### src/rtl/wb_fetch_queue_if.sv
// Pipelined Wishbone B4 read port used by the instruction prefetch queue.
// The master drives the request side; the slave returns stall/ack/err/data.
interface wb_fetch_queue_if;
  logic        wb_cyc_o;
  logic        wb_stb_o;
  logic [31:0] wb_adr_o;
  logic        wb_we_o;
  logic [3:0]  wb_sel_o;
  logic        wb_stall_i;
  logic        wb_ack_i;
  logic        wb_err_i;
  logic [31:0] wb_dat_i;

  // Handshake: a request is accepted on any rising edge with stb=1 and
  // stall=0; every accepted request receives exactly one ack or err, in order.
  modport master (
    output wb_cyc_o, wb_stb_o, wb_adr_o, wb_we_o, wb_sel_o,
    input  wb_stall_i, wb_ack_i, wb_err_i, wb_dat_i
  );

  modport slave (
    input  wb_cyc_o, wb_stb_o, wb_adr_o, wb_we_o, wb_sel_o,
    output wb_stall_i, wb_ack_i, wb_err_i, wb_dat_i
  );
endinterface

### src/rtl/wb_fetch_queue.sv
// Instruction prefetch queue: issues pipelined Wishbone reads and buffers the
// returned words in a FIFO; redirects flush it and drop stale responses.
module wb_fetch_queue #(
  parameter int unsigned DEPTH           = 4,
  parameter int unsigned MAX_OUTSTANDING = 2,
  parameter logic [31:0] RESET_PC        = 32'h0000_0000
) (
  input  logic                  clk_i,
  input  logic                  rst_i,
  input  logic                  new_pc_en_i,
  input  logic [31:0]           new_pc_i,
  input  logic                  stall_i,
  output logic                  valid_o,
  output logic [31:0]           instr_o,
  output logic [31:0]           pc_o,
  output logic                  err_o,
  wb_fetch_queue_if.master      wb
);

  localparam int AW = $clog2(DEPTH);
  localparam int CW = $clog2(MAX_OUTSTANDING + 1);
  localparam int SW = AW + 2;
  localparam logic [AW:0]   PTR_ONE = (AW+1)'(1);
  localparam logic [CW-1:0] CNT_ONE = CW'(1);
  localparam logic [CW-1:0] CNT_MAX = CW'(MAX_OUTSTANDING);
  localparam logic [SW-1:0] SUM_DEPTH = SW'(DEPTH);

  logic [31:0]   fetch_pc_q, fetch_pc_d;
  logic [31:0]   tag_pc_q, tag_pc_d;
  logic [CW-1:0] out_q, out_d;
  logic [CW-1:0] discard_q, discard_d;
  logic          halt_q, halt_d;
  logic [AW:0]   wr_ptr_q, wr_ptr_d;
  logic [AW:0]   rd_ptr_q, rd_ptr_d;

  logic [31:0]   instr_mem_q [DEPTH];
  logic [31:0]   pc_mem_q    [DEPTH];
  logic          err_mem_q   [DEPTH];

  logic [AW:0]   occ;
  logic [SW-1:0] reserved;
  logic          empty;
  logic          resp;
  logic          stb;
  logic          accept;
  logic          push;
  logic          pop;
  logic [31:0]   target_pc;

  assign occ       = wr_ptr_q - rd_ptr_q;
  assign empty     = (wr_ptr_q == rd_ptr_q);
  assign target_pc = new_pc_i & 32'hFFFF_FFFC;
  // Occupancy plus responses still owed to the FIFO; never let it exceed DEPTH.
  assign reserved  = SW'(occ) + SW'(out_q) - SW'(discard_q);

  // Responses are only meaningful while something is outstanding.
  assign resp   = (wb.wb_ack_i || wb.wb_err_i) && (out_q != '0);
  // The strobe is withdrawn during a redirect so no request is accepted at
  // the old address in the cycle the discard count is captured.
  assign stb    = !rst_i && !new_pc_en_i && !halt_q &&
                  (out_q < CNT_MAX) && (reserved < SUM_DEPTH);
  assign accept = stb && !wb.wb_stall_i;
  assign push   = resp && (discard_q == '0) && !new_pc_en_i;
  assign pop    = !empty && !stall_i && !new_pc_en_i;

  always_comb begin
    fetch_pc_d = fetch_pc_q;
    tag_pc_d   = tag_pc_q;
    out_d      = out_q;
    discard_d  = discard_q;
    halt_d     = halt_q;
    wr_ptr_d   = wr_ptr_q;
    rd_ptr_d   = rd_ptr_q;

    if (accept) begin
      fetch_pc_d = fetch_pc_q + 32'd4;
      out_d      = out_q + CNT_ONE;
    end
    if (resp) begin
      out_d = out_d - CNT_ONE;
      if (discard_q != '0) discard_d = discard_q - CNT_ONE;
    end
    if (push) begin
      wr_ptr_d = wr_ptr_q + PTR_ONE;
      tag_pc_d = tag_pc_q + 32'd4;
      if (wb.wb_err_i) halt_d = 1'b1;
    end
    if (pop) rd_ptr_d = rd_ptr_q + PTR_ONE;

    if (new_pc_en_i) begin
      fetch_pc_d = target_pc;
      tag_pc_d   = target_pc;
      discard_d  = out_q - CW'(resp);
      halt_d     = 1'b0;
      rd_ptr_d   = wr_ptr_q;
    end
  end

  always_ff @(posedge clk_i or posedge rst_i) begin
    if (rst_i) begin
      fetch_pc_q <= RESET_PC;
      tag_pc_q   <= RESET_PC;
      out_q      <= '0;
      discard_q  <= '0;
      halt_q     <= 1'b0;
      wr_ptr_q   <= '0;
      rd_ptr_q   <= '0;
      for (int i = 0; i < int'(DEPTH); i++) begin
        instr_mem_q[i] <= '0;
        pc_mem_q[i]    <= '0;
        err_mem_q[i]   <= 1'b0;
      end
    end else begin
      fetch_pc_q <= fetch_pc_d;
      tag_pc_q   <= tag_pc_d;
      out_q      <= out_d;
      discard_q  <= discard_d;
      halt_q     <= halt_d;
      wr_ptr_q   <= wr_ptr_d;
      rd_ptr_q   <= rd_ptr_d;
      if (push) begin
        instr_mem_q[wr_ptr_q[AW-1:0]] <= wb.wb_dat_i;
        pc_mem_q[wr_ptr_q[AW-1:0]]    <= tag_pc_q;
        err_mem_q[wr_ptr_q[AW-1:0]]   <= wb.wb_err_i;
      end
    end
  end

  assign valid_o = !empty;
  assign instr_o = instr_mem_q[rd_ptr_q[AW-1:0]];
  assign pc_o    = pc_mem_q[rd_ptr_q[AW-1:0]];
  assign err_o   = err_mem_q[rd_ptr_q[AW-1:0]];

  assign wb.wb_stb_o = stb;
  assign wb.wb_adr_o = stb ? fetch_pc_q : 32'h0;
  // Cycle stays up while stale responses drain after a redirect.
  assign wb.wb_cyc_o = stb || (out_q != '0);
  assign wb.wb_we_o  = 1'b0;
  assign wb.wb_sel_o = 4'hF;

endmodule

### src/flat_wrapper.sv
// flat-port wrapper written by rule: the top's interface ports become plain ports
module wb_fetch_queue_flat 
#(
  parameter int unsigned DEPTH           = 4,
  parameter int unsigned MAX_OUTSTANDING = 2,
  parameter logic [31:0] RESET_PC        = 32'h0000_0000
)
  (clk_i, rst_i, new_pc_en_i, new_pc_i, stall_i, valid_o, instr_o, pc_o, err_o, wb_wb_cyc_o, wb_wb_stb_o, wb_wb_adr_o, wb_wb_we_o, wb_wb_sel_o, wb_wb_stall_i, wb_wb_ack_i, wb_wb_err_i, wb_wb_dat_i);
  wb_fetch_queue_if wb_i ();
  input  logic clk_i;
  input  logic rst_i;
  input  logic new_pc_en_i;
  input  logic [31:0] new_pc_i;
  input  logic stall_i;
  output logic valid_o;
  output logic [31:0] instr_o;
  output logic [31:0] pc_o;
  output logic err_o;
  output wire logic [$bits(wb_i.wb_cyc_o)-1:0] wb_wb_cyc_o;
  output wire logic [$bits(wb_i.wb_stb_o)-1:0] wb_wb_stb_o;
  output wire logic [$bits(wb_i.wb_adr_o)-1:0] wb_wb_adr_o;
  output wire logic [$bits(wb_i.wb_we_o)-1:0] wb_wb_we_o;
  output wire logic [$bits(wb_i.wb_sel_o)-1:0] wb_wb_sel_o;
  input wire logic [$bits(wb_i.wb_stall_i)-1:0] wb_wb_stall_i;
  input wire logic [$bits(wb_i.wb_ack_i)-1:0] wb_wb_ack_i;
  input wire logic [$bits(wb_i.wb_err_i)-1:0] wb_wb_err_i;
  input wire logic [$bits(wb_i.wb_dat_i)-1:0] wb_wb_dat_i;
  assign wb_wb_cyc_o = wb_i.wb_cyc_o;
  assign wb_wb_stb_o = wb_i.wb_stb_o;
  assign wb_wb_adr_o = wb_i.wb_adr_o;
  assign wb_wb_we_o = wb_i.wb_we_o;
  assign wb_wb_sel_o = wb_i.wb_sel_o;
  assign wb_i.wb_stall_i = wb_wb_stall_i;
  assign wb_i.wb_ack_i = wb_wb_ack_i;
  assign wb_i.wb_err_i = wb_wb_err_i;
  assign wb_i.wb_dat_i = wb_wb_dat_i;
  wb_fetch_queue #(.DEPTH(DEPTH), .MAX_OUTSTANDING(MAX_OUTSTANDING), .RESET_PC(RESET_PC)) u_core (.clk_i(clk_i), .rst_i(rst_i), .new_pc_en_i(new_pc_en_i), .new_pc_i(new_pc_i), .stall_i(stall_i), .valid_o(valid_o), .instr_o(instr_o), .pc_o(pc_o), .err_o(err_o), .wb(wb_i));
endmodule
### config.mk
export PLATFORM = sky130hd
export DESIGN_NAME = wb_fetch_queue_flat
export DESIGN_NICKNAME = d
export VERILOG_FILES = /design/src/rtl/wb_fetch_queue_if.sv /design/src/rtl/wb_fetch_queue.sv /design/src/flat_wrapper.sv
export SDC_FILE = /design/constraint.sdc
export NUM_CORES = 1
export LEC_CHECK = 0
export ABC_AREA = 0
export CELL_PAD_IN_SITES_DETAIL_PLACEMENT = 1
export CELL_PAD_IN_SITES_GLOBAL_PLACEMENT = 2
export CORE_MARGIN = 4
export CORE_UTILIZATION = 40
export CTS_CLUSTER_DIAMETER = 100
export DETAILED_ROUTE_END_ITERATION = 10
export HOLD_SLACK_MARGIN = 0.03
export PLACE_DENSITY_LB_ADDON = 0.15
export SLEW_MARGIN = 30
export SYNTH_ARGS = -nofsm -noshare
export SYNTH_HDL_FRONTEND = slang
export SYNTH_SLANG_ARGS = --single-unit
### constraint.sdc
create_clock -name clk_i -period 16.5 [get_ports clk_i]
set_input_delay 4.125 -clock clk_i [delete_from_list [all_inputs] [get_ports clk_i]]
set_output_delay 4.125 -clock clk_i [all_outputs]
set_load 0.05 [all_outputs]
==> results of run 1 <==
## worst max-delay path: stages
cell	delay (ps)
clkdlybuf4s50_1	510
or4_1	670
nor2_1	260
a32o_2	700
and2_1	230
clkdlybuf4s50_1	810
## state kept, by name (all words and copies together) (netlist names)
name                cells
u_core.pc_mem_q       120
u_core.rd_ptr_q         3
u_core.tag_pc_q        30
u_core.halt_q           1
u_core.wr_ptr_q         3
u_core.out_q            2
u_core.err_mem_q        4
u_core.fetch_pc_q      30
u_core.instr_mem_q    128
u_core.discard_q        2
## worst min path at each step
| stage | end | cells after the start | startpoint |
|---|---|---|---|
| final | u_core.pc_mem_q[36] | 1 | u_core.pc_mem_q[36] |
| after global routing | u_core.instr_mem_q[1] | 1 | u_core.instr_mem_q[1] |
| after CTS | u_core.halt_q | 2 | u_core.halt_q |
| after detailed placement | u_core.instr_mem_q[33] | 1 | u_core.instr_mem_q[33] |
| after global placement | u_core.pc_mem_q[35] | 1 | u_core.pc_mem_q[35] |
| after floorplan | u_core.halt_q | 2 | u_core.halt_q |
## power by group
| group | switching [mW] | internal, mW |
|---|---|---|
| Combinational | 1.07 | 0.837 |
| Sequential | 0.201 | 1.10 |
| Clock | 0.346 | 0.583 |
## placed cells by master (no fill, tap or decap), types with 4 or more instances in the layout
| master | count |
|---|---|
| a211oi_1 | 12 |
| a21boi_0 | 10 |
| a21oi_1 | 14 |
| a31oi_1 | 5 |
| and2_1 | 33 |
| and3_1 | 8 |
| and4_1 | 5 |
| buf_4 | 6 |
| buf_6 | 5 |
| bufinv_16 | 7 |
| clkbuf_16 | 39 |
| clkbuf_8 | 9 |
| clkdlybuf4s50_1 | 163 |
| clkinv_2 | 6 |
| conb_1 | 9 |
| dfrtp_1 | 321 |
| ha_1 | 15 |
| inv_1 | 25 |
| mux2_2 | 265 |
| mux2i_1 | 6 |
| mux4_2 | 63 |
| nand2_1 | 42 |
| nand2b_1 | 11 |
| nand3_1 | 22 |
| nand4_1 | 27 |
| nor2_1 | 46 |
| nor3_1 | 8 |
| nor3_2 | 4 |
| nor3b_1 | 4 |
| nor4_1 | 5 |
| nor4b_1 | 6 |
| o21ai_0 | 16 |
| o31ai_1 | 5 |
| xnor2_1 | 20 |
| xor2_1 | 15 |
## metal layers
layer  track usage  up-vias  part of all wire
met4        0.0387        0             0.015
met5             0        -                 0
met1         0.269     5200              0.48
met2         0.303      166              0.47
met3        0.0361       44             0.039
li1              -     4573                 -
## cell type report
type                    instances  area, sq um  area share
multi-input cells             742         7260       0.376
inverters                      28          118     0.00610
repair buffers                177         1790      0.0925
well taps                     518          648      0.0336
clock buffers                  50         1110      0.0574
clock inverters                17          288      0.0149
flip-flops and latches        323         8090       0.419
## logic make-up after synthesis
kind of cell / share of synthesized area
other: 0.000475
buffers and inverters: 0.0351
and+or+nand+nor: 0.0909
AOI/OAI and AO/OA: 0.0436
DFF: 0.511
adders and majority gates: 0.0144
muxes: 0.282
xor gates and xnor gates: 0.0226
==> flow_summary_export.csv, run 1 <==
group,metric,value,unit
cts,cts_hold_buffers,0,
detailed_routing,post-route-drc-count,0,
floorplan,rows,72,
logic_synthesis,synth_area_leaders,"dfrtp_1, mux2_2, mux4_2, buf_4, and2_1",
timing,timing.final.ws_setup,5050,ps
setup_path,r2r_start,"u_core.rd_ptr_q[0]",
timing,worst_slew_pin_slew,933,ps
global_route,grt_usage,0.188,
placement,place_congestion,0.729,
logic_synthesis,ys_warn_count,0,
floorplan,io_pins,176,
floorplan,die_area,42800,sq um
setup_path,critical_path_arrival,7330,ps
detailed_routing,vias_per_cell,5.38,
timing,clock_skew,18.6,ps
timing,slew_viol_final,0,
setup_path,worstSetupEndpointType,"primary output",
setup_path,cp_max_fo,41,
placement,dp_slack,4970,ps
layout,drive_above_1_share,0.330,
placement,port-buffer-count,164,
detailed_routing,routed_wl,39500,microns
power_and_ir_drop,finalPower,4.13,mW
cts,clock-root-buffer,"clkbuf_16",
layout,fin_cells,1855,
global_route,grt_pass1_wl,63700,microns
setup_path,required,12380,ps
timing,min_period_over_period,0.694,
timing,period_needed,11450,ps
hold_path,min_path_type,"reg2reg",
timing,slew-limit-headroom,0.378,
setup_path,rr_worst_depth,11,
logic_synthesis,synth_common_cells,"dfrtp_1, mux2_2, mux4_2, nor2_1, nand2_1",
floorplan,core_area,38900,sq um
floorplan,die_x,207,microns
layout,syn_to_final_growth,21.9,%
setup_path,worst_setup_path_start_kind,"primary input",
detailed_routing,vias,9983,
logic_synthesis,synth_top_area_cell,"dfrtp_1",
timing,hold_viol,0,
power_and_ir_drop,vdd_drop_max,95.0,uV
logic_synthesis,yosysTopAreaCellShare,0.511,
timing,max_freq,0.0873,GHz
timing,hold_ws,498,ps
placement,place_inst,1787,
cts,cts_setup_buffers,0,
power_and_ir_drop,p_leak,8.29,nW
setup_path,setup.worst_path.start,"rst_i",
floorplan,die_y,207,microns
run,drv_cap,0,
logic_synthesis,ys_seq_area_frac,0.511,
layout,fin_area,19300,sq um
setup_path,critPathKind,"in2out",
detailed_routing,detail_route.wl_per_cell,21.3,microns
timing,grt_setup_unrepaired,"no",
detailed_routing,ant_nets,0,
cts,clkLatencyLatePin,550,ps
placement,hpwl,25200,microns
logic_synthesis,synth_most_common_cell,"dfrtp_1",
logic_synthesis,syn_area,15800,sq um
layout,num_antenna_cells,0,
layout,fillers,3894,
cts,clk_pin_slew_worst_paths,50,ps
cts,htreeDepth,2,
detailed_routing,drt_iter0_markers,481,
logic_synthesis,synth_seq_cells,323,
logic_synthesis,ys_types,77,
timing,tns,0,ps
global_route,grt.overflow.total,0,
setup_path,r2r_end,"u_core.fetch_pc_q[28]",
global_route,grt_antenna_before_repair,0,
cts,clkSinkCount,323,
run_status,status,"finished, final reports clean",
logic_synthesis,avgSynthCellArea,13.5,sq um
timing,setup_violations,0,
logic_synthesis,synth_edf_count,0,
global_route,first_global_vias,11100,
layout,nets,1398,
cts,cts_made_buffers,38,
setup_path,endpoint,"wb_wb_adr_o[23]",
power_and_ir_drop,power_density,214,nW/um^2
layout,post-route-util,0.496,
cts,clockBufferDepth,3,
placement,place_area,17900,sq um
detailed_routing,drt_first_pass_iters,4,
cts,tritoncts,"yes",
logic_synthesis,syn_inst,1169,
floorplan,start_util,0.407,
logic_synthesis,ys_async_sr_fraction,1.00,
global_route,grt_max_degree,114,
setup_path,r2r_slack,12040,ps
logic_synthesis,synth_ff_type,"dfrtp_1",
cts,cts_repair_resize_count,0,
Power figures use the tool's default switching activity.
==> run 2: changes to the inputs <==
==> constraint.sdc (replaced) <==
create_clock -name clk_i -period 11.7 [get_ports clk_i]
set_input_delay 2.925 -clock clk_i [delete_from_list [all_inputs] [get_ports clk_i]]
set_output_delay 2.925 -clock clk_i [all_outputs]
set_load 0.05 [all_outputs]
==> flow_summary_export.csv, run 2 (synthesis results as in run 1) <==
group,metric,value,unit
layout,fillers,3955,
placement,hpwl,24800,microns
setup_path,cp_cell_sequence,"clkdlybuf4s50_1 -> or4_1 -> nor2_1 -> a32o_2 -> and2_1 -> clkdlybuf4s50_1",
layout,nets,1398,
timing,min_period_over_period,0.767,
layout,largest_reg_flops,128,
detailed_routing,routed_wl,39000,microns
layout,mostFrequentLayoutCell,"dfrtp_1",
setup_path,cp_max_fo,41,
global_route,grt_pass1_wl,63100,microns
setup_path,worst_setup_path_start_kind,"primary input",
cts,cts_hold_buffers,0,
cts,clk_pin_slew_worst_paths,50,ps
layout,top_regs,"u_core.instr_mem_q (128), u_core.pc_mem_q (120)",
cts,clkSinkCount,323,
setup_path,critPathKind,"in2out",
placement,place_congestion,0.737,
timing,grt_setup_unrepaired,"no",
global_route,grt_antenna_before_repair,1,
setup_path,critical_path_arrival,6040,ps
timing,slew-limit-headroom,0.437,
run,drv_cap,0,
setup_path,required,8780,ps
hold_path,min_path_type,"reg2reg",
layout,num_antenna_cells,0,
cts,clockBufferDepth,3,
hold_path,worstHoldStart,"u_core.pc_mem_q[79]",
timing,setup_violations,0,
floorplan,die_area,42800,sq um
power_and_ir_drop,vdd_drop_max,116,uV
cts,cts_setup_buffers,0,
timing,max_freq,0.112,GHz
floorplan,die_y,207,microns
timing,tns,0,ps
timing,clock_skew,20.0,ps
cts,clock-root-buffer,"clkbuf_16",
setup_path,r2r_start,"u_core.rd_ptr_q[0]",
global_route,first_global_vias,11100,
setup_path,cp_num_buf_inv,2,
cts,cts_repair_resize_count,0,
floorplan,io_pins,176,
detailed_routing,drt_first_pass_iters,4,
detailed_routing,ant_nets,0,
layout,fin_cells,1851,
setup_path,worstSetupEndpointType,"primary output",
power_and_ir_drop,power_density,295,nW/um^2
cts,cts_made_buffers,37,
timing,period_needed,8970,ps
floorplan,rows,72,
placement,port-buffer-count,164,
setup_path,r2r_slack,7320,ps
detailed_routing,post-route-drc-count,0,
global_route,grt.overflow.total,0,
cts,htreeDepth,2,
power_and_ir_drop,p_leak,8.16,nW
setup_path,slowest_delay,810,ps
detailed_routing,vias_per_cell,5.39,
setup_path,cp_slowest_cell,"clkdlybuf4s50_1",
global_route,grt_usage,0.185,
floorplan,core_area,38900,sq um
layout,syn_to_final_growth,20.2,%
layout,final_cell_mix,"dfrtp_1, mux2_2, clkdlybuf4s50_1, mux4_2, nor2_1",
detailed_routing,detail_route.wl_per_cell,21.1,microns
setup_path,setup.worst_path.start,"rst_i",
cts,clkLatencyLatePin,520,ps
floorplan,start_util,0.407,
timing,worst_slew_pin_slew,844,ps
layout,drive_above_1_share,0.318,
detailed_routing,vias,9973,
cts,tritoncts,"yes",
timing,slew_viol_final,0,
detailed_routing,drt_iter0_markers,310,
floorplan,die_x,207,microns
placement,place_inst,1789,
layout,top_register,"u_core.instr_mem_q",
setup_path,cpMostUsedCell,"clkdlybuf4s50_1",
timing,hold_viol,0,
setup_path,critPathTopFamily,"buffers and inverters",
global_route,grt_max_degree,153,
run_status,status,"finished, final reports clean",
-- run 2: path summary, 6_finish.rpt --
kind / to / depth (start not counted)
worst min register to register: u_core.pc_mem_q[79] / 1
min in group asynchronous: u_core.discard_q[1] / 2
worst max register to register: u_core.fetch_pc_q[28] / 11
worst min-delay path: u_core.pc_mem_q[79] / 1
max in group asynchronous: u_core.pc_mem_q[72] / 4
worst max-delay path: wb_wb_adr_o[27] / 6
-- run 2: layout make-up --
cell class,count,area (sq um),area share
repair buffers,178,1800,0.0945
clock inverters,7,85.1,0.00448
inverters,28,114,0.00599
multi-input cells,742,7250,0.381
well taps,518,648,0.0341
clock buffers,55,1030,0.0544
flip-flops and latches,323,8090,0.425
-- run 2: metrics by stage --
stage | setup slack (ps) | power, mW | hold WS [ps] | cell area [sq um] | utilization
floorplan | 3700 | 3.76 | 456 | 15900 | -
global placement | 2730 | 4.49 | 481 | 17800 | 0.458
detailed placement | 2690 | 4.57 | 488 | 17900 | 0.460
CTS | 2670 | 5.70 | 501 | 19000 | 0.488
global route | 2540 | 5.94 | 507 | 19000 | 0.488
finish | 2730 | 5.61 | 498 | 19000 | 0.488
-- run 2: power by group --
group / internal (mW) / switching, mW
clock: 0.651 / 0.444
sequential: 1.55 / 0.279
combinational: 1.18 / 1.50
-- run 2: worst reg2reg max path, stage by stage (launching register included) --
cell and delay [ps]:
dfrtp_4 720, ha_1 230, inv_1 50, fa_1 510, fa_1 420, ha_1 300
or3b_1 420, a2111oi_0 550, a32oi_2 250, buf_4 270, nor3_1 200, mux2_2 360
-- run 2: routing by layer --
layer | up-vias | GRT usage | part of all wire
li1 | 4566 | - | -
met1 | 5205 | 0.261 | 0.47
met2 | 165 | 0.305 | 0.48
met3 | 37 | 0.0323 | 0.042
met4 | 0 | 0.0375 | 0.015
met5 | - | 0 | 0
==> run 3: changes to the inputs <==
==> constraint.sdc (replaced) <==
create_clock -name clk_i -period 9.3 [get_ports clk_i]
set_input_delay 2.325 -clock clk_i [delete_from_list [all_inputs] [get_ports clk_i]]
set_output_delay 2.325 -clock clk_i [all_outputs]
set_load 0.05 [all_outputs]
==> flow_summary_export.csv, run 3 (synthesis results as in run 1) <==
group,metric,value,unit
run_status,status,"finished, final reports clean",
global_route,grt_usage,0.186,
setup_path,critical_path_arrival,5450,ps
layout,final_cell_mix,"dfrtp_1, mux2_2, clkdlybuf4s50_1, mux4_2, nor2_1",
setup_path,worstSetupEndpointType,"primary output",
timing,tns,0,ps
cts,cts_repair_resize_count,0,
setup_path,worst_setup_path_start_kind,"primary input",
detailed_routing,vias_per_cell,5.41,
setup_path,cp_max_fo,41,
power_and_ir_drop,p_leak,8.25,nW
layout,syn_to_final_growth,21.6,%
layout,mostFrequentLayoutCell,"dfrtp_1",
cts,clockBufferDepth,3,
detailed_routing,drt_iter0_markers,391,
floorplan,start_util,0.407,
timing,hold_viol,0,
layout,fillers,3892,
cts,cts_setup_buffers,0,
cts,cts_hold_buffers,0,
detailed_routing,drt_first_pass_iters,4,
detailed_routing,vias,10000,
power_and_ir_drop,p_switching,2.83,mW
timing,grt_setup_unrepaired,"no",
layout,top_register,"u_core.instr_mem_q",
floorplan,die_y,207,microns
placement,place_congestion,0.725,
power_and_ir_drop,swShare,0.392,
power_and_ir_drop,vdd_drop_max,174,uV
cts,htreeDepth,2,
power_and_ir_drop,pwr-share-comb,0.465,
cts,tritoncts,"yes",
detailed_routing,detail_route.wl_per_cell,21.2,microns
timing,clock_skew,18.2,ps
global_route,grt.overflow.total,0,
floorplan,io_pins,176,
global_route,grt_max_degree,169,
timing,period_needed,7780,ps
detailed_routing,post-route-drc-count,0,
detailed_routing,routed_wl,39300,microns
power_and_ir_drop,intPower,4.39,mW
timing,slew_viol_final,0,
floorplan,die_x,207,microns
power_and_ir_drop,power_density,376,nW/um^2
placement,port-buffer-count,164,
power_and_ir_drop,pwr-share-clk,0.215,
run,drv_cap,0,
layout,drive_above_1_share,0.325,
hold_path,min_path_type,"reg2reg",
cts,clkSinkCount,323,
global_route,first_global_vias,11100,
cts,clock-root-buffer,"clkbuf_16",
cts,cts_made_buffers,38,
floorplan,core_area,38900,sq um
timing,max_freq,0.129,GHz
timing,setup_violations,0,
timing,slew-limit-headroom,0.412,
cts,clk_pin_slew_worst_paths,60,ps
setup_path,critPathKind,"in2out",
detailed_routing,ant_nets,0,
timing,worst_slew_pin_slew,882,ps
floorplan,rows,72,
layout,top_regs,"u_core.instr_mem_q (128), u_core.pc_mem_q (120)",
layout,largest_reg_flops,128,
layout,post-route-util,0.494,
power_and_ir_drop,p_seq_frac,0.320,
setup_path,required,6980,ps
global_route,grt_antenna_before_repair,0,
layout,num_antenna_cells,0,
layout,nets,1399,
cts,clkLatencyLatePin,530,ps
global_route,grt_pass1_wl,62900,microns
placement,hpwl,24900,microns
timing,min_period_over_period,0.837,
floorplan,die_area,42800,sq um
==> run 3: cell count changes in the layout (fill, tap and decap cells not counted), sizes merged <==
| cell | delta |
|---|---|
| bufinv | +2 |
| clkinvlp | +1 |
| clkbuf | +2 |
| clkinv | -1 |
==> run 3: path summary, 6_finish.rpt <==
check / start / to / slack (ps) / cells after the start
setup / recovery: rst_i / wb_wb_adr_o[16] / 1520 / 6
hold / removal: u_core.pc_mem_q[53] / u_core.pc_mem_q[53] / 500 / 1
setup reg to reg: u_core.rd_ptr_q[0] / u_core.fetch_pc_q[28] / 4750 / 11
hold reg to reg: u_core.pc_mem_q[53] / u_core.pc_mem_q[53] / 500 / 1
max in group asynchronous: rst_i / u_core.instr_mem_q[4] / 6080 / 4
min in group asynchronous: rst_i / u_core.pc_mem_q[100] / 2250 / 3
==> run 3: area by class of cell <==
class,instances,area [sq um],area share
Tap cell,518,648,0.0337
Multi-Input combinational cell,742,7260,0.377
Clock buffer,57,1160,0.0601
Timing Repair Buffer,178,1820,0.0947
Sequential cell,323,8090,0.420
Clock inverter,9,148,0.00768
Inverter,28,114,0.00592
==> run 3: stage by stage <==
| step | cells | area (sq um) | power [mW] | setup slack [ps] | hold WS, ps |
|---|---|---|---|---|---|
| after detailed placement | 1788 | 17900 | 5.74 | 1510 | 488 |
| after global routing | 1855 | 19200 | 7.64 | 1340 | 510 |
| final | 1855 | 19200 | 7.23 | 1520 | 500 |
| after global placement | 1785 | 17800 | 5.65 | 1530 | 480 |
| after CTS | 1854 | 19200 | 7.34 | 1480 | 500 |
| after floorplan | 1176 | 15900 | 4.73 | 2500 | 456 |
==> run 3: worst max-delay path, stage by stage <==
cell and delay [ps]:
clkdlybuf4s50_1 460, or4_1 640, nor2_1 260, a32o_2 700, and2_1 240, clkdlybuf4s50_1 810
==> run 3: per-layer routing <==
metal | vias up | wire length, microns | GRT usage
li1 | 4574 | - | -
met1 | 5253 | 18200 | 0.261
met2 | 167 | 18700 | 0.301
met3 | 49 | 1590 | 0.0350
met4 | 0 | 726 | 0.0437
met5 | - | 0 | 0
==> run 3: power by group through the flow <==
stage	Sequential, mW	Combinational [mW]	Clock [mW]
finish	2.31	3.36	1.55
global route	2.39	3.59	1.66
CTS	2.32	3.42	1.60
detailed placement	2.34	3.41	0
global placement	2.31	3.34	0
floorplan	2.16	2.57	0
